[src/rtl/microwire_host.sv]
// Microwire (93xx) serial EEPROM host controller.
// The CPU writes CMD/DATA through a four-register window. The block shifts the
// start bit, opcode, address and optional data out on CS/SK/DI. It captures read
// data from DO and polls DO for completion of a program or erase.
module microwire_host #(
   parameter int unsigned CLK_DIV      = 4,
   parameter int unsigned ADDR_BITS    = 6,
   parameter int unsigned POLL_TIMEOUT = 65535
) (
   input  logic       clk,
   input  logic       rst_n,
   input  logic       bus_sel,
   input  logic       bus_rw,
   input  logic [1:0] bus_addr,
   input  logic [7:0] bus_wdata,
   output logic [7:0] bus_rdata,
   output logic       ee_cs,
   output logic       ee_sk,
   output logic       ee_di,
   input  logic       ee_do,
   output logic       irq
);

   localparam int unsigned HdrBits   = 3 + ADDR_BITS;
   localparam int unsigned FrameBits = HdrBits + 16;
   // Bits sent after the start bit: opcode, address, data
   localparam int unsigned SregW     = FrameBits - 1;
   localparam int unsigned DivW      = $clog2(2 * CLK_DIV + 1);
   localparam int unsigned BitW      = $clog2(FrameBits + 1);
   localparam int unsigned PollW     = $clog2(POLL_TIMEOUT + 1);

   typedef enum logic [2:0] {
      StIdle,
      StShiftOut,
      StShiftIn,
      StCsGap,
      StPoll,
      StDone
   } state_e;

   state_e             state_q;
   logic               cs_q, sk_q, di_q;
   logic [DivW-1:0]    div_q;
   logic [BitW-1:0]    bit_q;
   logic [BitW-1:0]    n_bits_q;
   logic [SregW-1:0]   sreg_q;
   logic               read_q;
   logic               poll_q;
   logic [PollW-1:0]   poll_cnt_q;
   logic [15:0]        data_q;
   logic               busy_q, done_q, err_busy_q, err_to_q;

   // Bus access decode
   logic                 bus_wr, bus_rd;
   logic                 cmd_wr, data_wr, status_rd;
   logic [1:0]           cmd_op;
   logic [1:0]           cmd_sp;
   logic [ADDR_BITS-1:0] cmd_addr;
   logic                 cmd_read, cmd_has_data, cmd_poll;

   // Decode bus strobes and the command byte being written
   always_comb begin
      bus_wr       = bus_sel & ~bus_rw;
      bus_rd       = bus_sel & bus_rw;
      cmd_wr       = bus_wr && (bus_addr == 2'd0);
      data_wr      = bus_wr && ((bus_addr == 2'd1) || (bus_addr == 2'd2));
      status_rd    = bus_rd && (bus_addr == 2'd3);
      cmd_op       = bus_wdata[7:6];
      cmd_addr     = bus_wdata[ADDR_BITS-1:0];
      cmd_sp       = bus_wdata[ADDR_BITS-1 -: 2];
      cmd_read     = (cmd_op == 2'b10);
      // WRITE, or WRAL among the special commands
      cmd_has_data = (cmd_op == 2'b01) || ((cmd_op == 2'b00) && (cmd_sp == 2'b01));
      // WRITE, ERASE, ERAL and WRAL all leave the EEPROM busy programming
      cmd_poll     = (cmd_op == 2'b01) || (cmd_op == 2'b11) ||
                     ((cmd_op == 2'b00) && ((cmd_sp == 2'b10) || (cmd_sp == 2'b01)));
   end

   // Transaction sequencer, serial pins and the register file
   always_ff @(posedge clk or negedge rst_n) begin
      if (!rst_n) begin
         state_q    <= StIdle;
         cs_q       <= 1'b0;
         sk_q       <= 1'b0;
         di_q       <= 1'b0;
         div_q      <= '0;
         bit_q      <= '0;
         n_bits_q   <= '0;
         sreg_q     <= '0;
         read_q     <= 1'b0;
         poll_q     <= 1'b0;
         poll_cnt_q <= '0;
         data_q     <= 16'h0000;
         busy_q     <= 1'b0;
         done_q     <= 1'b0;
         err_busy_q <= 1'b0;
         err_to_q   <= 1'b0;
      end else begin
         // Clears come first so a set later in this block wins
         if (status_rd) begin
            done_q     <= 1'b0;
            err_busy_q <= 1'b0;
            err_to_q   <= 1'b0;
         end
         if ((cmd_wr || data_wr) && busy_q) begin
            err_busy_q <= 1'b1;
         end
         if (data_wr && !busy_q) begin
            if (bus_addr == 2'd1) data_q[7:0]  <= bus_wdata;
            else                  data_q[15:8] <= bus_wdata;
         end

         unique case (state_q)
            StIdle: begin
               if (cmd_wr) begin
                  state_q  <= StShiftOut;
                  cs_q     <= 1'b1;
                  sk_q     <= 1'b0;
                  di_q     <= 1'b1;
                  busy_q   <= 1'b1;
                  div_q    <= '0;
                  bit_q    <= '0;
                  sreg_q   <= {cmd_op, cmd_addr, (cmd_has_data ? data_q : 16'h0000)};
                  n_bits_q <= cmd_has_data ? BitW'(FrameBits) : BitW'(HdrBits);
                  read_q   <= cmd_read;
                  poll_q   <= cmd_poll;
               end
            end

            StShiftOut: begin
               if (div_q == DivW'(CLK_DIV - 1)) begin
                  div_q <= '0;
                  sk_q  <= ~sk_q;
                  // End of the SK-high half closes a bit period
                  if (sk_q) begin
                     if (bit_q == n_bits_q - BitW'(1)) begin
                        bit_q <= '0;
                        di_q  <= 1'b0;
                        if (read_q) begin
                           state_q <= StShiftIn;
                        end else begin
                           state_q <= StCsGap;
                           cs_q    <= 1'b0;
                        end
                     end else begin
                        bit_q  <= bit_q + BitW'(1);
                        di_q   <= sreg_q[SregW-1];
                        sreg_q <= {sreg_q[SregW-2:0], 1'b0};
                     end
                  end
               end else begin
                  div_q <= div_q + DivW'(1);
               end
            end

            StShiftIn: begin
               if (div_q == DivW'(CLK_DIV - 1)) begin
                  div_q <= '0;
                  sk_q  <= ~sk_q;
                  // Sample DO on the last clk of the SK-high half
                  if (sk_q) begin
                     data_q <= {data_q[14:0], ee_do};
                     if (bit_q == BitW'(15)) begin
                        bit_q   <= '0;
                        state_q <= StCsGap;
                        cs_q    <= 1'b0;
                     end else begin
                        bit_q <= bit_q + BitW'(1);
                     end
                  end
               end else begin
                  div_q <= div_q + DivW'(1);
               end
            end

            StCsGap: begin
               if (div_q == DivW'(2 * CLK_DIV - 1)) begin
                  div_q <= '0;
                  if (poll_q) begin
                     state_q    <= StPoll;
                     cs_q       <= 1'b1;
                     poll_cnt_q <= '0;
                  end else begin
                     state_q <= StDone;
                  end
               end else begin
                  div_q <= div_q + DivW'(1);
               end
            end

            StPoll: begin
               // DO high means the EEPROM has finished its internal cycle
               if (ee_do) begin
                  cs_q    <= 1'b0;
                  state_q <= StDone;
               end else if (poll_cnt_q == PollW'(POLL_TIMEOUT - 1)) begin
                  err_to_q <= 1'b1;
                  cs_q     <= 1'b0;
                  state_q  <= StDone;
               end else begin
                  poll_cnt_q <= poll_cnt_q + PollW'(1);
               end
            end

            StDone: begin
               done_q  <= 1'b1;
               busy_q  <= 1'b0;
               state_q <= StIdle;
            end

            default: begin
               state_q <= StIdle;
            end
         endcase
      end
   end

   // Register read mux; CMD is write-only and reads as zero
   always_comb begin
      bus_rdata = 8'h00;
      case (bus_addr)
         2'd0:    bus_rdata = 8'h00;
         2'd1:    bus_rdata = data_q[7:0];
         2'd2:    bus_rdata = data_q[15:8];
         default: bus_rdata = {4'h0, err_to_q, err_busy_q, done_q, busy_q};
      endcase
   end

   assign ee_cs = cs_q;
   assign ee_sk = sk_q;
   assign ee_di = di_q;
   assign irq   = done_q;

endmodule

[config.mk]
export PLATFORM = sky130hd
export DESIGN_NAME = microwire_host
export DESIGN_NICKNAME = d
export VERILOG_FILES = /design/src/rtl/microwire_host.sv
export SDC_FILE = /design/constraint.sdc
export NUM_CORES = 1
export LEC_CHECK = 0
export CORE_UTILIZATION = 50
export DETAILED_ROUTE_END_ITERATION = 6
export HOLD_SLACK_MARGIN = 0.06
export PLACE_DENSITY = 0.69
export SLEW_MARGIN = 30
export SYNTH_ARGS = -nofsm -noshare
export SYNTH_HDL_FRONTEND = slang
export SYNTH_SLANG_ARGS = --single-unit
[constraint.sdc]
create_clock -name clk -period 2.3 [get_ports clk]
set_clock_uncertainty 0.1 [all_clocks]
set_input_delay 0.345 -clock clk [delete_from_list [all_inputs] [get_ports clk]]
set_output_delay 0.345 -clock clk [all_outputs]
set_load 0.02 [all_outputs]
==> impl_metrics.toml, run 1 <==
[run_status]
run_status = "finished, final reports clean"

[placed_design]
port_buffers = 26
finalWeightedCongestion = 0.834
placed_area_sq_um = 5140
placed_cells = 612
detailed_place_hpwl_mm = 7.40

[synthesis]
netlist_instances = 455
post_synth.cell_area_avg_sq_um = 9.85
seq_area_frac_synth_pct = 44.1
synth_enable_flop_cells = 0
synth-main-ff-cell = "sky130_fd_sc_hd__dfrtp_1"
synth_xor_xnor_area_share_pct = 0.977
synth_simple_gate_area_share_pct = 17.0
yosys_warnings = 0
synth.net_count = 482
synth.distinct_cells = 66
synth-adder-area-share_pct = 3.57
ys_seq_elements = 79
async_flop_share_pct = 100
netlist_area_sq_um = 4480
synth_compound_area_share_pct = 20.5
synth_top_family_by_area = "compound AO/OA/AOI/OAI gates"
synth.mux.area_fraction_pct = 9.05

[sta]
final-hold-violation-count = 0
fin_hold_ws_ns = 0.389
achievable_freq_mhz = 456
report.final.slew_viol_count = 0
grt_setup_unrepaired = "no"
worst_pin_slew_ns = 0.694
total_neg_setup_slack_ns = 0
slew_headroom_pct = 53.6
min_period_ns = 2.19
final_critical_path_share_of_the_clock_period_pct = 95.4
setup_viol = 0

[pwr]
cellLeakagePower_nw = 2.28
powerDensity_nw_per_um2 = 886
ir_worst_vdd_v = 0.000570

[final_layout]
antenna_cells = 0
final_nets = 543
mostFrequentLayoutCell = "sky130_fd_sc_hd__dfrtp_1"
mostFrequentLayoutCells = "78 x sky130_fd_sc_hd__dfrtp_1, 53 x sky130_fd_sc_hd__nand2_1, 49 x sky130_fd_sc_hd__buf_4"
final_cell_count_no_fill = 628
area_growth_pct = 19.4
layout-drive-gt1-share_pct = 19.6
utilization_pct = 61.6
stdcell_area_sq_um = 5350
fillers = 740

[grt]
globalRouteTotalUtil_pct = 23.3
grt_start_max_net_pins = 43
grt_pass1_vias = 3639
grt_pass1_wl_mm = 17.7
grt_antenna_before_repair = 0
globalRoute.totalOverflow = 0

[route]
vias = 3700
drcViolationCount = 0
ant_nets = 0
drt_pass1_iterations = 5
viasPerCell = 5.89
drt_iter0_markers = 190
avgRoutedWirePerCell_um = 16.6
wirelength_mm = 10.4

[die]
std_cell_rows = 34
floorplan.die.height_um = 96.7
io_pins = 27
initial_core_util_pct = 51.6
dieArea_sq_um = 9340
core-area_sq_um = 8680
floorplan.die.width_um = 96.7

[cts]
cts_buffers = 9
total_number_of_clock_tree_sinks = 79
clock-root-buffer = "sky130_fd_sc_hd__clkbuf_8"
cts.clk_slew.worst_paths_ns = 0.09
cts_tree = "done"
cts_buffer_depth = 2
cts_max_level = 3
clkLatencyLatePin_ns = 0.36
postCtsSetupRepairBufs = 0

[worst_setup_path]
crit_required_ns = 2.44
crit_path_max_fanout = 19
timing.setup.critical_path_class = "reg -> reg"
cp_launch_type = "flip-flop"
crit_arrival_ns = 2.33
setup.reg_to_reg.worst_slack_ns = 0.11
setup.worst_path.end_class = "flip-flop"

[hold_path]
min-delay-path-class = "in -> async"

[run]
number_of_max_cap_violations = 0
==> area by class of cell <==
cell class / count / area, sq um / area share, %
multi-input combinational: 331 / 2320 / 43.5
sequential: 79 / 1980 / 37.0
timing repair buffer: 77 / 659 / 12.3
tap: 108 / 135 / 2.53
clock buffer: 9 / 124 / 2.32
inverter: 18 / 67.6 / 1.26
clock inverter: 6 / 61.3 / 1.15
==> final timing paths <==
check,from,endpoint,cells past startpoint
worst max-delay path,bit_q[1],sreg_q[6],6
worst min-delay path,rst_n,data_q[11],2
worst max register to register,bit_q[1],sreg_q[6],6
worst min register to register,n_bits_q[3],n_bits_q[3],1
max in group asynchronous,rst_n,err_busy_q,3
min in group clk,n_bits_q[3],n_bits_q[3],1
==> layer usage <==
layer,track usage [%],routed length [um],vias up,part of all wire (%)
met4,9.41,198,0,1.9
met3,3.18,325,15,3.1
li1,-,-,1798,-
met5,0,0,-,0
met2,36.5,4940,73,47
met1,32.8,4980,1814,48
==> cells in the mapped netlist (3+ instances only) <==
master / number / share of area, %
sky130_fd_sc_hd__dfrtp_1: 79 / 44
sky130_fd_sc_hd__a22o_1: 16 / 3.1
sky130_fd_sc_hd__o22ai_1: 11 / 1.5
sky130_fd_sc_hd__o21ai_0: 43 / 4.8
sky130_fd_sc_hd__nor2b_1: 3 / 0.42
sky130_fd_sc_hd__a21oi_1: 20 / 2.2
sky130_fd_sc_hd__ha_1: 12 / 3.4
sky130_fd_sc_hd__xnor2_1: 3 / 0.59
sky130_fd_sc_hd__or3_1: 6 / 0.84
sky130_fd_sc_hd__o31ai_1: 9 / 1.5
sky130_fd_sc_hd__buf_6: 5 / 1.3
sky130_fd_sc_hd__mux2_4: 11 / 3.7
sky130_fd_sc_hd__nor2_1: 17 / 1.4
sky130_fd_sc_hd__nor4_1: 3 / 0.42
sky130_fd_sc_hd__buf_2: 4 / 0.45
sky130_fd_sc_hd__inv_1: 18 / 1.5
sky130_fd_sc_hd__nor3_1: 7 / 0.78
sky130_fd_sc_hd__o21ai_1: 3 / 0.34
sky130_fd_sc_hd__mux2_2: 6 / 1.5
sky130_fd_sc_hd__a31oi_1: 4 / 0.56
sky130_fd_sc_hd__or4_1: 7 / 1.2
sky130_fd_sc_hd__nand2b_1: 5 / 0.70
sky130_fd_sc_hd__mux2i_1: 15 / 3.4
sky130_fd_sc_hd__nand2_1: 54 / 4.5
sky130_fd_sc_hd__clkbuf_1: 15 / 1.3
sky130_fd_sc_hd__nand3_1: 7 / 0.78
sky130_fd_sc_hd__nand3b_1: 5 / 0.84
sky130_fd_sc_hd__a22oi_1: 8 / 1.3
sky130_fd_sc_hd__nand4_1: 6 / 0.84
sky130_fd_sc_hd__a2bb2oi_1: 7 / 1.4
sky130_fd_sc_hd__and4_1: 4 / 0.78
==> registers in the layout (all words and copies together) (netlist names) <==
register and count:
sreg_q 24, data_q 16, poll_cnt_q 16, bit_q 5, div_q 4, state_q 3
n_bits_q 2, busy_q 1, ee_cs 1, ee_di 1, ee_sk 1, err_busy_q 1
err_to_q 1, irq 1, poll_q 1, read_q 1
==> power by group <==
group	switching (W)	internal, W	total, W
registers	0.000317	0.00175	0.00207
logic	0.000764	0.000884	0.00165
clock network	0.000529	0.000494	0.00102
==> kinds of logic after synthesis <==
kind of cell               count (synthesis)
muxes                                     33
and+or+nand+nor                          141
buffers and inverters                     45
xor gates and xnor gates                   5
adders and majority gates                 13
AOI/OAI and AO/OA                        139
DFF                                       79
==> per-stage QoR <==
step	power [W]	setup WS, ns
global placement	0.00368	-0.323
CTS	0.00475	0.0137
detailed placement	0.00374	-0.358
finish	0.00474	0.106
global route	0.00501	0.000238
floorplan	0.00313	0.166
==> critical path: stages (launching register included) <==
cell and delay (ns):
sky130_fd_sc_hd__dfrtp_1 0.43, sky130_fd_sc_hd__or4b_1 0.58, sky130_fd_sc_hd__mux2i_4 0.23, sky130_fd_sc_hd__a21oi_2 0.10
sky130_fd_sc_hd__a2bb2oi_2 0.15, sky130_fd_sc_hd__buf_12 0.18, sky130_fd_sc_hd__mux2_4 0.30
==> repair_timing <==
| item | 4_1_cts | 5_1_grt |
|---|---|---|
| hold buffers | 1 | 0 |
| hold endpoints to repair | 37 | 0 |
| gates resized for setup | 11 | 6 |
| setup endpoints to repair | 8 | 14 |
No activity file was read; power rests on OpenSTA's default activity.
==> inputs of run 2 (changes only) <==
MAX_ROUTING_LAYER = met4   (was default)
==> impl_metrics.toml, run 2 (synthesis results as in run 1) <==
[die]
std_cell_rows = 34
core-area_sq_um = 8680
floorplan.die.height_um = 96.7
dieArea_sq_um = 9340
io_pins = 27
initial_core_util_pct = 51.6
floorplan.die.width_um = 96.7

[sta]
final-hold-violation-count = 0
final_critical_path_share_of_the_clock_period_pct = 95.2
worst_pin_slew_ns = 0.720
min_period_ns = 2.19
setup_viol = 0
report.final.slew_viol_count = 0
final.setup.worst_slack_ns = 0.109
slew_headroom_pct = 51.8
achievable_freq_mhz = 457
grt_setup_unrepaired = "no"

[final_layout]
final_nets = 543
largest_register_ff_count = 24
mostFrequentLayoutCell = "sky130_fd_sc_hd__dfrtp_1"
area_growth_pct = 19.4
utilization_pct = 61.6
registers.top_by_ff_count = "sreg_q"
layout-drive-gt1-share_pct = 19.6
stdcell_area_sq_um = 5350
mostFrequentLayoutCells = "78 x sky130_fd_sc_hd__dfrtp_1, 53 x sky130_fd_sc_hd__nand2_1, 49 x sky130_fd_sc_hd__buf_4"
antenna_cells = 0
largest_registers = "sreg_q x24, data_q x16, poll_cnt_q x16"
final_cell_count_no_fill = 628

[route]
wirelength_mm = 10.4
drt_pass1_iterations = 6
viasPerCell = 5.83
ant_nets = 0
avgRoutedWirePerCell_um = 16.6
drcViolationCount = 0
drt_iter0_markers = 198
vias = 3659

[worst_setup_path]
crit_path_max_fanout = 19
rr_startpoint = "bit_q[1]"
setup.worst_path.end_class = "flip-flop"
cp_launch_type = "flip-flop"
crit_arrival_ns = 2.33
setup.reg_to_reg.worst_slack_ns = 0.11
crit_required_ns = 2.44
timing.setup.critical_path_class = "reg -> reg"
reg2reg_to = "sreg_q[6]"
worstRegToRegCells = 6

[hold_path]
min-delay-path-class = "in -> async"

[pwr]
powerDensity_nw_per_um2 = 885
design_power_total_w = 0.00473
cellLeakagePower_nw = 2.28
ir_worst_vdd_v = 0.000570

[grt]
grt_pass1_wl_mm = 17.7
globalRoute.totalOverflow = 0
globalRouteTotalUtil_pct = 24.0
grt_antenna_before_repair = 0
grt_pass1_vias = 3631
grt_start_max_net_pins = 43

[cts]
clkLatencyLatePin_ns = 0.36
cts.clk_slew.worst_paths_ns = 0.09
total_number_of_clock_tree_sinks = 79
cts_tree = "done"
clock-root-buffer = "sky130_fd_sc_hd__clkbuf_8"
cts_max_level = 3
cts_buffer_depth = 2
cts_buffers = 9
postCtsSetupRepairBufs = 0

[run]
number_of_max_cap_violations = 0

[placed_design]
detailedPlace.worstSlack_ns = -0.358
detailed_place_hpwl_mm = 7.40
placed_cells = 612
placed_area_sq_um = 5140
finalWeightedCongestion = 0.847
port_buffers = 26

[run_status]
run_status = "finished, final reports clean"
[run 2: power by group]
group          total [W]  internal [W]  switching [W]
Clock            0.00102      0.000494       0.000529
Combinational    0.00164      0.000884       0.000760
Sequential       0.00207       0.00175       0.000316
Total            0.00473       0.00313        0.00160
[run 2: metal layers]
metal,vias to the layer above,GRT usage (%),share of wire [%],wire (um)
li1,1801,-,-,-
met1,1791,33.0,48,5000
met4,0,9.41,1.8,189
met5,-,-,0,0
met2,54,36.3,47,4940
met3,13,3.18,2.8,292
[run 2: repair_timing]
action / CTS / global route
endpoints found under the hold margin: 37 / 0
cloned: 0 / 0
hold buffers: 1 / 0
setup endpoints to repair: 8 / 13
gates resized for setup: 11 / 6
[run 2: worst max-delay path, stage by stage (launching register included)]
cell and delay [ns]:
sky130_fd_sc_hd__dfrtp_1 0.43, sky130_fd_sc_hd__or4b_1 0.58, sky130_fd_sc_hd__mux2i_4 0.23, sky130_fd_sc_hd__a21oi_2 0.10, sky130_fd_sc_hd__a2bb2oi_2 0.15, sky130_fd_sc_hd__buf_12 0.18
sky130_fd_sc_hd__mux2_4 0.30
[run 2: layout make-up]
class	instances	area [sq um]
multi-input combinational	331	2320
fill	740	3330
sequential	79	1980
clock buffer	9	124
timing repair buffer	77	659
clock inverter	6	61.3
tap	108	135
inverter	18	67.6
[run 2: worst max path at each step]
| stage | start | to | slack (ns) | cells past startpoint |
|---|---|---|---|---|
| after floorplan | bus_addr[0] | sreg_q[10] | 0.17 | 7 |
| after global placement | bus_addr[1] | bus_rdata[4] | -0.32 | 7 |
| after detailed placement | bus_addr[1] | bus_rdata[6] | -0.36 | 7 |
| after CTS | bus_addr[1] | bus_rdata[3] | 0.01 | 6 |
| after global routing | poll_cnt_q[0] | poll_cnt_q[9] | 0.0002 | 7 |
| final | bit_q[1] | sreg_q[6] | 0.11 | 6 |
[run 2: through the flow]
step / hold WS (ns) / setup TNS, ns
3_3_place_gp: 0.247 / -9.12
3_5_place_dp: 0.254 / -9.70
6_report: 0.387 / 0
4_1_cts: 0.389 / 0
5_1_grt: 0.433 / 0
2_1_floorplan: -0.0506 / 0
